===== src/rtl/writeback_arbiter.sv =====
// Writeback arbiter: merges single-cycle ALU results and FIFO-buffered
// long-latency (LSU) results onto the integer and FP register file write
// ports. Write ports are registered; commit and stall counters are kept here.
module writeback_arbiter #(
  parameter int DATA_WIDTH     = 64,
  parameter int LSU_FIFO_DEPTH = 4,
  localparam int PW = $clog2(LSU_FIFO_DEPTH),
  localparam int CW = PW + 1
) (
  input  logic                  clk,
  input  logic                  reset,
  input  logic                  alu_valid,
  input  logic [4:0]            alu_rd_addr,
  input  logic [DATA_WIDTH-1:0] alu_rd_data,
  input  logic                  alu_is_fp,
  output logic                  alu_ready,
  input  logic                  lsu_valid,
  input  logic [4:0]            lsu_rd_addr,
  input  logic [DATA_WIDTH-1:0] lsu_rd_data,
  input  logic                  lsu_is_fp,
  output logic                  lsu_ready,
  output logic                  int_rd_write,
  output logic [4:0]            int_rd_addr,
  output logic [DATA_WIDTH-1:0] int_rd_data,
  output logic                  fp_rd_write,
  output logic [4:0]            fp_rd_addr,
  output logic [DATA_WIDTH-1:0] fp_rd_data,
  output logic [CW-1:0]         fifo_count,
  output logic [31:0]           wb_count,
  output logic [15:0]           alu_stall_cycles
);

  logic [4:0]            q_addr [LSU_FIFO_DEPTH];
  logic [DATA_WIDTH-1:0] q_data [LSU_FIFO_DEPTH];
  logic                  q_fp   [LSU_FIFO_DEPTH];
  logic [PW-1:0]         wr_ptr, rd_ptr;

  logic                  full, head_vld, head_fp;
  logic [4:0]            head_addr;
  logic [DATA_WIDTH-1:0] head_data;
  logic                  alu_go, lsu_push, head_go;

  logic                  int_go, fp_go, int_we, fp_we;
  logic [4:0]            int_addr_n, fp_addr_n;
  logic [DATA_WIDTH-1:0] int_data_n, fp_data_n;

  // Only entries pushed on earlier edges are counted, so a new entry cannot
  // be granted in the cycle it arrives.
  assign full      = (fifo_count == CW'(LSU_FIFO_DEPTH));
  assign head_vld  = (fifo_count != '0);
  assign head_fp   = q_fp[rd_ptr];
  assign head_addr = q_addr[rd_ptr];
  assign head_data = q_data[rd_ptr];

  // A full FIFO takes priority on its head's file; otherwise the ALU wins.
  assign lsu_ready = !reset && !full;
  assign alu_ready = !reset && !(full && (head_fp == alu_is_fp));
  assign alu_go    = alu_valid && alu_ready;
  assign lsu_push  = lsu_valid && lsu_ready;
  assign head_go   = !reset && head_vld &&
                     (full || !alu_valid || (alu_is_fp != head_fp));

  // Route each winner to its file; integer x0 is granted but never written.
  always_comb begin
    int_go     = 1'b0;
    int_addr_n = alu_rd_addr;
    int_data_n = alu_rd_data;
    fp_go      = 1'b0;
    fp_addr_n  = alu_rd_addr;
    fp_data_n  = alu_rd_data;
    if (alu_go && !alu_is_fp) begin
      int_go = 1'b1;
    end else if (head_go && !head_fp) begin
      int_go     = 1'b1;
      int_addr_n = head_addr;
      int_data_n = head_data;
    end
    if (alu_go && alu_is_fp) begin
      fp_go = 1'b1;
    end else if (head_go && head_fp) begin
      fp_go     = 1'b1;
      fp_addr_n = head_addr;
      fp_data_n = head_data;
    end
    int_we = int_go && (int_addr_n != 5'd0);
    fp_we  = fp_go;
  end

  // FIFO storage; contents are don't-care until counted, so no reset.
  always_ff @(posedge clk) begin
    if (lsu_push) begin
      q_addr[wr_ptr] <= lsu_rd_addr;
      q_data[wr_ptr] <= lsu_rd_data;
      q_fp[wr_ptr]   <= lsu_is_fp;
    end
  end

  // FIFO pointers and occupancy; pointers wrap naturally at the power-of-two depth.
  always_ff @(posedge clk) begin
    if (reset) begin
      wr_ptr     <= '0;
      rd_ptr     <= '0;
      fifo_count <= '0;
    end else begin
      if (lsu_push) wr_ptr <= wr_ptr + PW'(1);
      if (head_go)  rd_ptr <= rd_ptr + PW'(1);
      case ({lsu_push, head_go})
        2'b10:   fifo_count <= fifo_count + CW'(1);
        2'b01:   fifo_count <= fifo_count - CW'(1);
        default: fifo_count <= fifo_count;
      endcase
    end
  end

  // Registered write ports: strobes last one cycle, addr/data hold otherwise.
  always_ff @(posedge clk) begin
    if (reset) begin
      int_rd_write <= 1'b0;
      int_rd_addr  <= '0;
      int_rd_data  <= '0;
      fp_rd_write  <= 1'b0;
      fp_rd_addr   <= '0;
      fp_rd_data   <= '0;
    end else begin
      int_rd_write <= int_we;
      fp_rd_write  <= fp_we;
      if (int_we) begin
        int_rd_addr <= int_addr_n;
        int_rd_data <= int_data_n;
      end
      if (fp_we) begin
        fp_rd_addr <= fp_addr_n;
        fp_rd_data <= fp_data_n;
      end
    end
  end

  // Commit counter (wrapping) and ALU stall counter (saturating).
  always_ff @(posedge clk) begin
    if (reset) begin
      wb_count         <= '0;
      alu_stall_cycles <= '0;
    end else begin
      wb_count <= wb_count + 32'(int_we) + 32'(fp_we);
      if (alu_valid && !alu_ready && (alu_stall_cycles != 16'hFFFF))
        alu_stall_cycles <= alu_stall_cycles + 16'd1;
    end
  end

endmodule


===== config.mk =====
export PLATFORM = sky130hd
export DESIGN_NAME = writeback_arbiter
export DESIGN_NICKNAME = d
export VERILOG_FILES = /design/src/rtl/writeback_arbiter.sv
export SDC_FILE = /design/constraint.sdc
export NUM_CORES = 1
export LEC_CHECK = 0
export BUFFER_PORTS_ARGS = -buffer_cell sky130_fd_sc_hd__clkbuf_2
export CELL_PAD_IN_SITES_DETAIL_PLACEMENT = 1
export CELL_PAD_IN_SITES_GLOBAL_PLACEMENT = 2
export CORE_ASPECT_RATIO = 1.25
export CORE_MARGIN = 2
export CORE_UTILIZATION = 39
export CTS_CLUSTER_DIAMETER = 40
export CTS_CLUSTER_SIZE = 16
export DETAILED_ROUTE_END_ITERATION = 12
export PLACE_DENSITY = 0.89
export SYNTH_ARGS = -nofsm -noshare
export SYNTH_HDL_FRONTEND = slang
export SYNTH_SLANG_ARGS = --single-unit
export TNS_END_PERCENT = 30

===== constraint.sdc =====
create_clock -name clk -period 4.8 [get_ports clk]
set_input_delay 0.96 -clock clk [delete_from_list [all_inputs] [get_ports clk]]
set_output_delay 0.96 -clock clk [all_outputs]
set_load 0.02 [all_outputs]

==> results.py, run 1 <==
metrics = {
    "outcome": {
        "status": "completed",
    },
    "floorplan": {
        "start_util_pct": 39.3,
        "core-area_um2": 48100,
        "die_h_um": 250,
        "dieArea_um2": 50200,
        "rows": 90,
        "top_level_ports": 337,
        "die_w_um": 201,
    },
    "min_path": {
        "min_path_type": "register to register",
    },
    "synth": {
        "ys_warn_count": 0,
        "synth_edf_count": 280,
        "synth-main-ff-cell": "edfxtp_1",
        "async_flop_share_pct": 0,
        "syn_nets": 1482,
        "syn_area_um2": 18900,
        "synth_cells": 1329,
        "ys_seq_area_share_pct": 65.4,
        "synth.distinct_cells": 55,
        "ys_ff_latch": 477,
        "avgSynthCellArea_um2": 14.2,
    },
    "timing": {
        "fmax_mhz": 264,
        "setup_viol": 0,
        "worstMarginPinSlew_ns": 0.976,
        "hold_viol_final": 0,
        "slew_headroom_pct": 35.0,
        "fin_skew_ns": 0.0295,
        "tns_ns": 0,
        "min_period_ns": 3.79,
        "rsz0062_at_grt": "false",
        "maxSlewViolCount": 0,
        "post-route-period-util_pct": 79.0,
        "holdWs_ns": 0.458,
    },
    "drt": {
        "drc": 0,
        "wirelength_um": 52300,
        "final_antenna_net_count": 0,
        "firstDrtPassIters": 6,
        "post_drt_wl_per_cell_um": 22.1,
        "drtIter0Drc": 539,
        "vias_per_cell": 5.31,
        "vias": 12579,
    },
    "clock_network": {
        "clkTransAtPathRegs_ns": 0.06,
        "htreeDepth": 2,
        "cts_root_buf": "clkbuf_16",
        "postCtsHoldBufs": 0,
        "clk_latency_ns": 0.63,
        "cts_tree": "done",
        "cts_buffer_depth": 3,
        "clkSinkCount": 477,
        "post_cts.repair.setup_buffers": 0,
        "cts_buffers": 59,
        "cts-resized-gates": 0,
    },
    "global_route": {
        "grt_pass1_vias": 13776,
        "grt_max_degree": 72,
        "grt_pass1_wl_um": 81000,
        "overflow": 0,
        "grt_usage_pct": 20.9,
        "grt_antenna_before_repair": 9,
    },
    "placed_design": {
        "port_buffers": 336,
        "hpwl_um": 35000,
        "place.gp.congestion": 0.794,
        "place_inst": 2253,
    },
    "setup_path": {
        "crit_arrival_ns": 4.28,
        "critPathCaptureType": "register",
        "slowest_stage": "o32ai_2",
        "crit_path_start_kind": "register",
        "cp_data_required_time_ns": 5.28,
        "crit_path_max_incr_delay_ns": 0.61,
        "crit_path_max_fanout": 27,
        "crit_type": "register to register",
        "cp_cell_sequence": "mux4_2, o32ai_2, o311ai_4, inv_2, fa_1, ha_1, nand4_1, nor2_1, a21o_1, a21oi_1",
    },
    "pwr": {
        "irDropWorstVdd_uv": 362,
        "p_leak_uw": 0.00877,
        "powerDensity_nw_per_um2": 542,
    },
    "layout": {
        "layout.cells.non_filler": 2369,
        "num-nets-final": 1823,
        "seq_area_um2": 12400,
        "multi_input_area_um2": 6120,
        "final_common_cell": "clkbuf_2",
        "layout_common_cells": "335 x clkbuf_2, 280 x edfxtp_1, 195 x dfxtp_1",
        "areaGrowthSynthToFinish_pct": 23.9,
        "fillers": 4945,
        "drive_above_1_share_pct": 32.8,
    },
    "flow_run": {
        "maxCapViolCount": 0,
    },
}
[logic make-up after synthesis]
logic type / count (synthesis) / synth area share, %
XOR/XNOR: 34 / 1.58
buffers and inverters: 103 / 2.50
adder cells (fa/ha/maj): 9 / 0.676
AND/OR/NAND/NOR: 350 / 8.22
flip-flops: 477 / 65.4
multiplexers: 208 / 15.7
AO/OA/AOI/OAI: 148 / 5.89
[per-layer routing]
layer | vias up | track usage, % | wire length, um
met2 | 333 | 36.9 | 26900
met5 | - | 0 | 52
met1 | 6392 | 24.7 | 21000
met3 | 96 | 5.00 | 2750
met4 | 10 | 7.66 | 1580
li1 | 5748 | - | -
[cell type report]
| type | count | share of cell area [%] |
|---|---|---|
| Tap cell | 644 | 3.44 |
| Multi-Input combinational cell | 749 | 26.2 |
| Inverter | 21 | 0.348 |
| Antenna cell | 5 | 0.0535 |
| Clock buffer | 63 | 6.65 |
| Sequential cell | 477 | 52.8 |
| Clock inverter | 48 | 2.42 |
| Timing Repair Buffer | 362 | 8.08 |
[registers in the layout, indices dropped and copies added, names as in the netlist, named ones only]
signal,flops
wb_count,32
int_rd_write,1
int_rd_data,64
q_fp,4
q_data,256
alu_stall_cycles,16
fp_rd_addr,5
rd_ptr,2
fp_rd_write,1
q_addr,20
fp_rd_data,64
fifo_count,3
int_rd_addr,5
wr_ptr,2
[path summary, 6_finish.rpt]
kind                                    start                           to  slack (ns)  cells past startpoint
hold / removal    int_rd_data[7]$_SDFFE_PP0P_  int_rd_data[7]$_SDFFE_PP0P_        0.46                      2
setup reg to reg                     register      wb_count[30]$_SDFF_PP0_        1.01                     10
setup / recovery                     register      wb_count[30]$_SDFF_PP0_        1.01                     10
hold reg to reg   int_rd_data[7]$_SDFFE_PP0P_  int_rd_data[7]$_SDFFE_PP0P_        0.46                      2
[stage by stage]
step	setup slack, ns	utilization, %	power (uW)	instance area [um2]
finish	1.01	48.7	12700	23400
global route	0.690	48.6	13300	23400
CTS	0.951	48.6	12900	23400
detailed placement	0.748	44.2	8130	21300
global placement	0.832	44.2	8020	21300
floorplan	0.768	-	7100	18900
[worst max-delay path, delay by kind of cell, from the launching register on]
kind / cells / cell delay, ns
mux: 1 / 0.53
flops: 1 / 0.60
compound gates: 4 / 1.09
fa+ha+maj: 2 / 0.49
buf+inv: 1 / 0.11
simple gates: 2 / 0.82
[cells in the mapped netlist, types with 4 or more instances]
cell type,instances,area [um2]
clkbuf_1,48,180
o211ai_1,5,37.5
xor2_1,10,87.6
o21ai_0,15,75.1
o31ai_1,4,30.0
nor3b_1,6,45.0
mux2i_1,133,1330
xnor2_1,24,210
nand3_1,16,80.1
buf_2,8,40.0
buf_6,5,56.3
a22oi_1,8,60.1
and3_1,9,56.3
mux4_2,70,1580
nor3_1,11,55.1
a21oi_1,33,165
mux2_2,5,56.3
or4_1,7,52.6
ha_1,7,87.6
o221ai_1,60,526
inv_1,17,63.8
dfxtp_1,197,3940
nor2_1,166,623
buf_4,7,52.6
edfxtp_1,280,8410
or3_1,12,75.1
buf_1,11,41.3
nor4_1,6,37.5
and4_1,7,61.3
nand2_1,94,353
nand4_1,9,56.3
[power breakdown]
part	switching, uW	total [uW]	internal, uW
logic	1780	2920	1140
registers	278	5080	4800
clock network	2030	4680	2650
No activity file was read; power rests on OpenSTA's default activity.
==> run 2, diff against run 1 <==
--- a/config.mk
+++ b/config.mk
@@ -10,11 +10,11 @@
 export CELL_PAD_IN_SITES_GLOBAL_PLACEMENT = 2
 export CORE_ASPECT_RATIO = 1.25
 export CORE_MARGIN = 2
-export CORE_UTILIZATION = 39
+export CORE_UTILIZATION = 35
 export CTS_CLUSTER_DIAMETER = 40
 export CTS_CLUSTER_SIZE = 16
 export DETAILED_ROUTE_END_ITERATION = 12
-export PLACE_DENSITY = 0.89
+export PLACE_DENSITY = 0.85
 export SYNTH_ARGS = -nofsm -noshare
 export SYNTH_HDL_FRONTEND = slang
 export SYNTH_SLANG_ARGS = --single-unit
==> constraint.sdc (replaced) <==
create_clock -name clk -period 3.2 [get_ports clk]
set_input_delay 0.64 -clock clk [delete_from_list [all_inputs] [get_ports clk]]
set_output_delay 0.64 -clock clk [all_outputs]
set_load 0.02 [all_outputs]
==> run 2 against run 1 <==
  * Cell count up 2.8%
  * Hold slack worse by 0.21 ns
  * Design area up 1.7%
  * Die area up 11%
  * Clock skew down 0.0015 ns
  * Power up 50%
  * Clock power up 47%
  * Critical path depth up 2
  * Maximum frequency up 22%
  * Worst setup slack worse by 0.92 ns
  * Routed wire length up 0.65%
  * Register-to-register slack worse by 0.92 ns
  * Critical endpoint is now wb_count[31]$_SDFF_PP0_
  * Largest cell class unchanged
  * Largest power group unchanged
  * Highest routed layer unchanged
==> results.py, run 2 (same netlist as run 1, synthesis figures left out) <==
metrics = {
    "outcome": {
        "status": "completed",
    },
    "drt": {
        "final_antenna_net_count": 0,
        "drtIter0Drc": 603,
        "vias_per_cell": 5.20,
        "post_drt_wl_per_cell_um": 21.6,
        "drc": 0,
        "firstDrtPassIters": 4,
        "wirelength_um": 52600,
        "vias": 12660,
    },
    "layout": {
        "reg.largest.list": "q_data x256, fp_rd_data x64, int_rd_data x64",
        "num-nets-final": 1851,
        "areaGrowthSynthToFinish_pct": 26.0,
        "drive_above_1_share_pct": 34.4,
        "final_common_cell": "clkbuf_2",
        "largest_reg_flops": 256,
        "utilization_pct": 44.5,
        "top_register": "q_data",
        "layout_common_cells": "335 x clkbuf_2, 280 x edfxtp_1, 195 x dfxtp_1",
    },
    "placed_design": {
        "place.gp.congestion": 0.805,
        "port_buffers": 336,
        "hpwl_um": 34700,
    },
    "clock_network": {
        "cts_root_buf": "clkbuf_16",
        "postCtsHoldBufs": 0,
        "cts_buffer_depth": 3,
        "clk_latency_ns": 0.61,
        "htreeDepth": 2,
        "cts_buffers": 61,
        "clkTransAtPathRegs_ns": 0.07,
        "cts_tree": "done",
        "clkSinkCount": 477,
    },
    "global_route": {
        "grt_usage_pct": 18.9,
        "grt_pass1_vias": 13682,
        "grt_antenna_before_repair": 15,
        "overflow": 0,
        "grt_max_degree": 81,
        "grt_pass1_wl_um": 80800,
    },
    "floorplan": {
        "die_h_um": 264,
        "top_level_ports": 337,
        "rows": 95,
        "start_util_pct": 35.3,
        "die_w_um": 212,
        "core-area_um2": 53500,
        "dieArea_um2": 55800,
    },
    "setup_path": {
        "r2r_end": "wb_count[31]$_SDFF_PP0_",
        "cp_top_family": "simple AND/OR/NAND/NOR gates",
        "r2r_cells": 12,
        "cp_data_required_time_ns": 3.67,
        "cp_cell_sequence": "mux4_2, a2111oi_4, buf_4, o311ai_4, inv_2, fa_2, and4_1, nand4_1, buf_6, nor4_2, xnor2_1, nor2_1",
        "reg2reg_slack_ns": 0.09,
        "crit_path_max_fanout": 11,
        "critPathCaptureType": "register",
        "crit_arrival_ns": 3.58,
        "crit_path_start_kind": "register",
        "crit_path_max_incr_delay_ns": 0.63,
        "crit_buf_inv": 3,
        "crit_type": "register to register",
        "slowest_stage": "mux4_2",
    },
    "timing": {
        "post-route-period-util_pct": 97.3,
        "min_period_ns": 3.11,
        "fmax_mhz": 321,
        "worstMarginPinSlew_ns": 0.900,
        "slew_headroom_pct": 40.0,
        "rsz0062_at_grt": "true",
        "hold_viol_final": 0,
        "fin_skew_ns": 0.0281,
        "maxSlewViolCount": 0,
        "setup_viol": 0,
    },
    "min_path": {
        "hold_end": "q_data[1][60]$_DFFE_PP_",
        "min_path_cells": 1,
        "hold_path.startpoint": "lsu_rd_data[60]",
        "min_path_type": "input port to register",
    },
    "pwr": {
        "p_leak_uw": 0.00891,
        "powerDensity_nw_per_um2": 800,
        "irDropWorstVdd_uv": 402,
        "power_uw": 19000,
    },
    "flow_run": {
        "maxCapViolCount": 0,
    },
}
[run 2: cell types whose count changed in the layout (fill, tap and decap cells not counted), sizes merged]
cell,change
buf,+26
inv,-7
clkinv,+6
clkbuf,+4
diode,+4
clkinvlp,-1
[run 2: area by class of cell]
class                   count  area (um2)
well taps                 679         850
flip-flops and latches    477       12400
repair buffers            388        2200
diodes                      9        22.5
multi-input cells         749        6210
fillers                  5573       29700
inverters                  21        81.3
clock buffers              67        1570
clock inverters            46         494
[run 2: what timing repair did]
item / CTS / global route
cloned: 0 / 0
gates resized for setup: 1 / 17
pin swaps: 0 / 1
setup buffers: 0 / 4
endpoints found under the setup margin: 42 / 50
[run 2: metal layers]
| layer | vias up | GRT usage, % | share of wire (%) |
|---|---|---|---|
| met4 | 12 | 7.75 | 3.1 |
| met1 | 6428 | 22.6 | 41 |
| met2 | 296 | 32.5 | 51 |
| met5 | - | 0 | 0.16 |
| li1 | 5821 | - | - |
| met3 | 103 | 4.79 | 5.4 |
[run 2: worst max path at each step]
stage                                    to      startpoint  slack (ns)  depth (start not counted)
3_3_place_gp    int_rd_data[8]$_SDFFE_PP0P_  alu_rd_addr[1]       -0.07                          6
2_1_floorplan        q_addr[0][0]$_DFFE_PP_           reset       -0.51                          4
3_5_place_dp   int_rd_data[60]$_SDFFE_PP0P_  alu_rd_addr[1]       -0.17                          6
5_1_grt             wb_count[24]$_SDFF_PP0_        register       -0.07                         11
6_report            wb_count[31]$_SDFF_PP0_        register        0.09                         12
4_1_cts             wb_count[31]$_SDFF_PP0_        register        0.03                         11
[run 2: through the flow]
stage | TNS (ns) | worst slack [ns] | hold WS (ns) | instances | cell area (um2)
5_1_grt | -0.815 | -0.0746 | 0.221 | 2436 | 23800
4_1_cts | 0 | 0.0251 | 0.206 | 2423 | 23700
2_1_floorplan | -75.91 | -0.511 | 0.485 | 1329 | 18900
3_5_place_dp | -5.20 | -0.167 | 0.449 | 2310 | 21600
3_3_place_gp | -2.34 | -0.0668 | 0.445 | 2310 | 21600
6_report | 0 | 0.0877 | 0.251 | 2436 | 23800
[run 2: worst reg2reg max path: cells and delay by family, from the launching register on]
kind                       cells  cell delay [ns]
and+or+nand+nor                4             0.66
muxes                          1             0.63
DFF                            1             0.41
xor gates and xnor gates       1             0.15
adders and majority gates      1             0.25
AOI/OAI and AO/OA              2             0.41
buffers and inverters          3             0.47
[run 2: where the power goes]
part,leakage [uW],switching (uW),internal [uW]
Clock,0.00101,2940,3930
Combinational,0.00374,2750,1840
Sequential,0.00416,390,7200
Total,0.00891,6070,13000
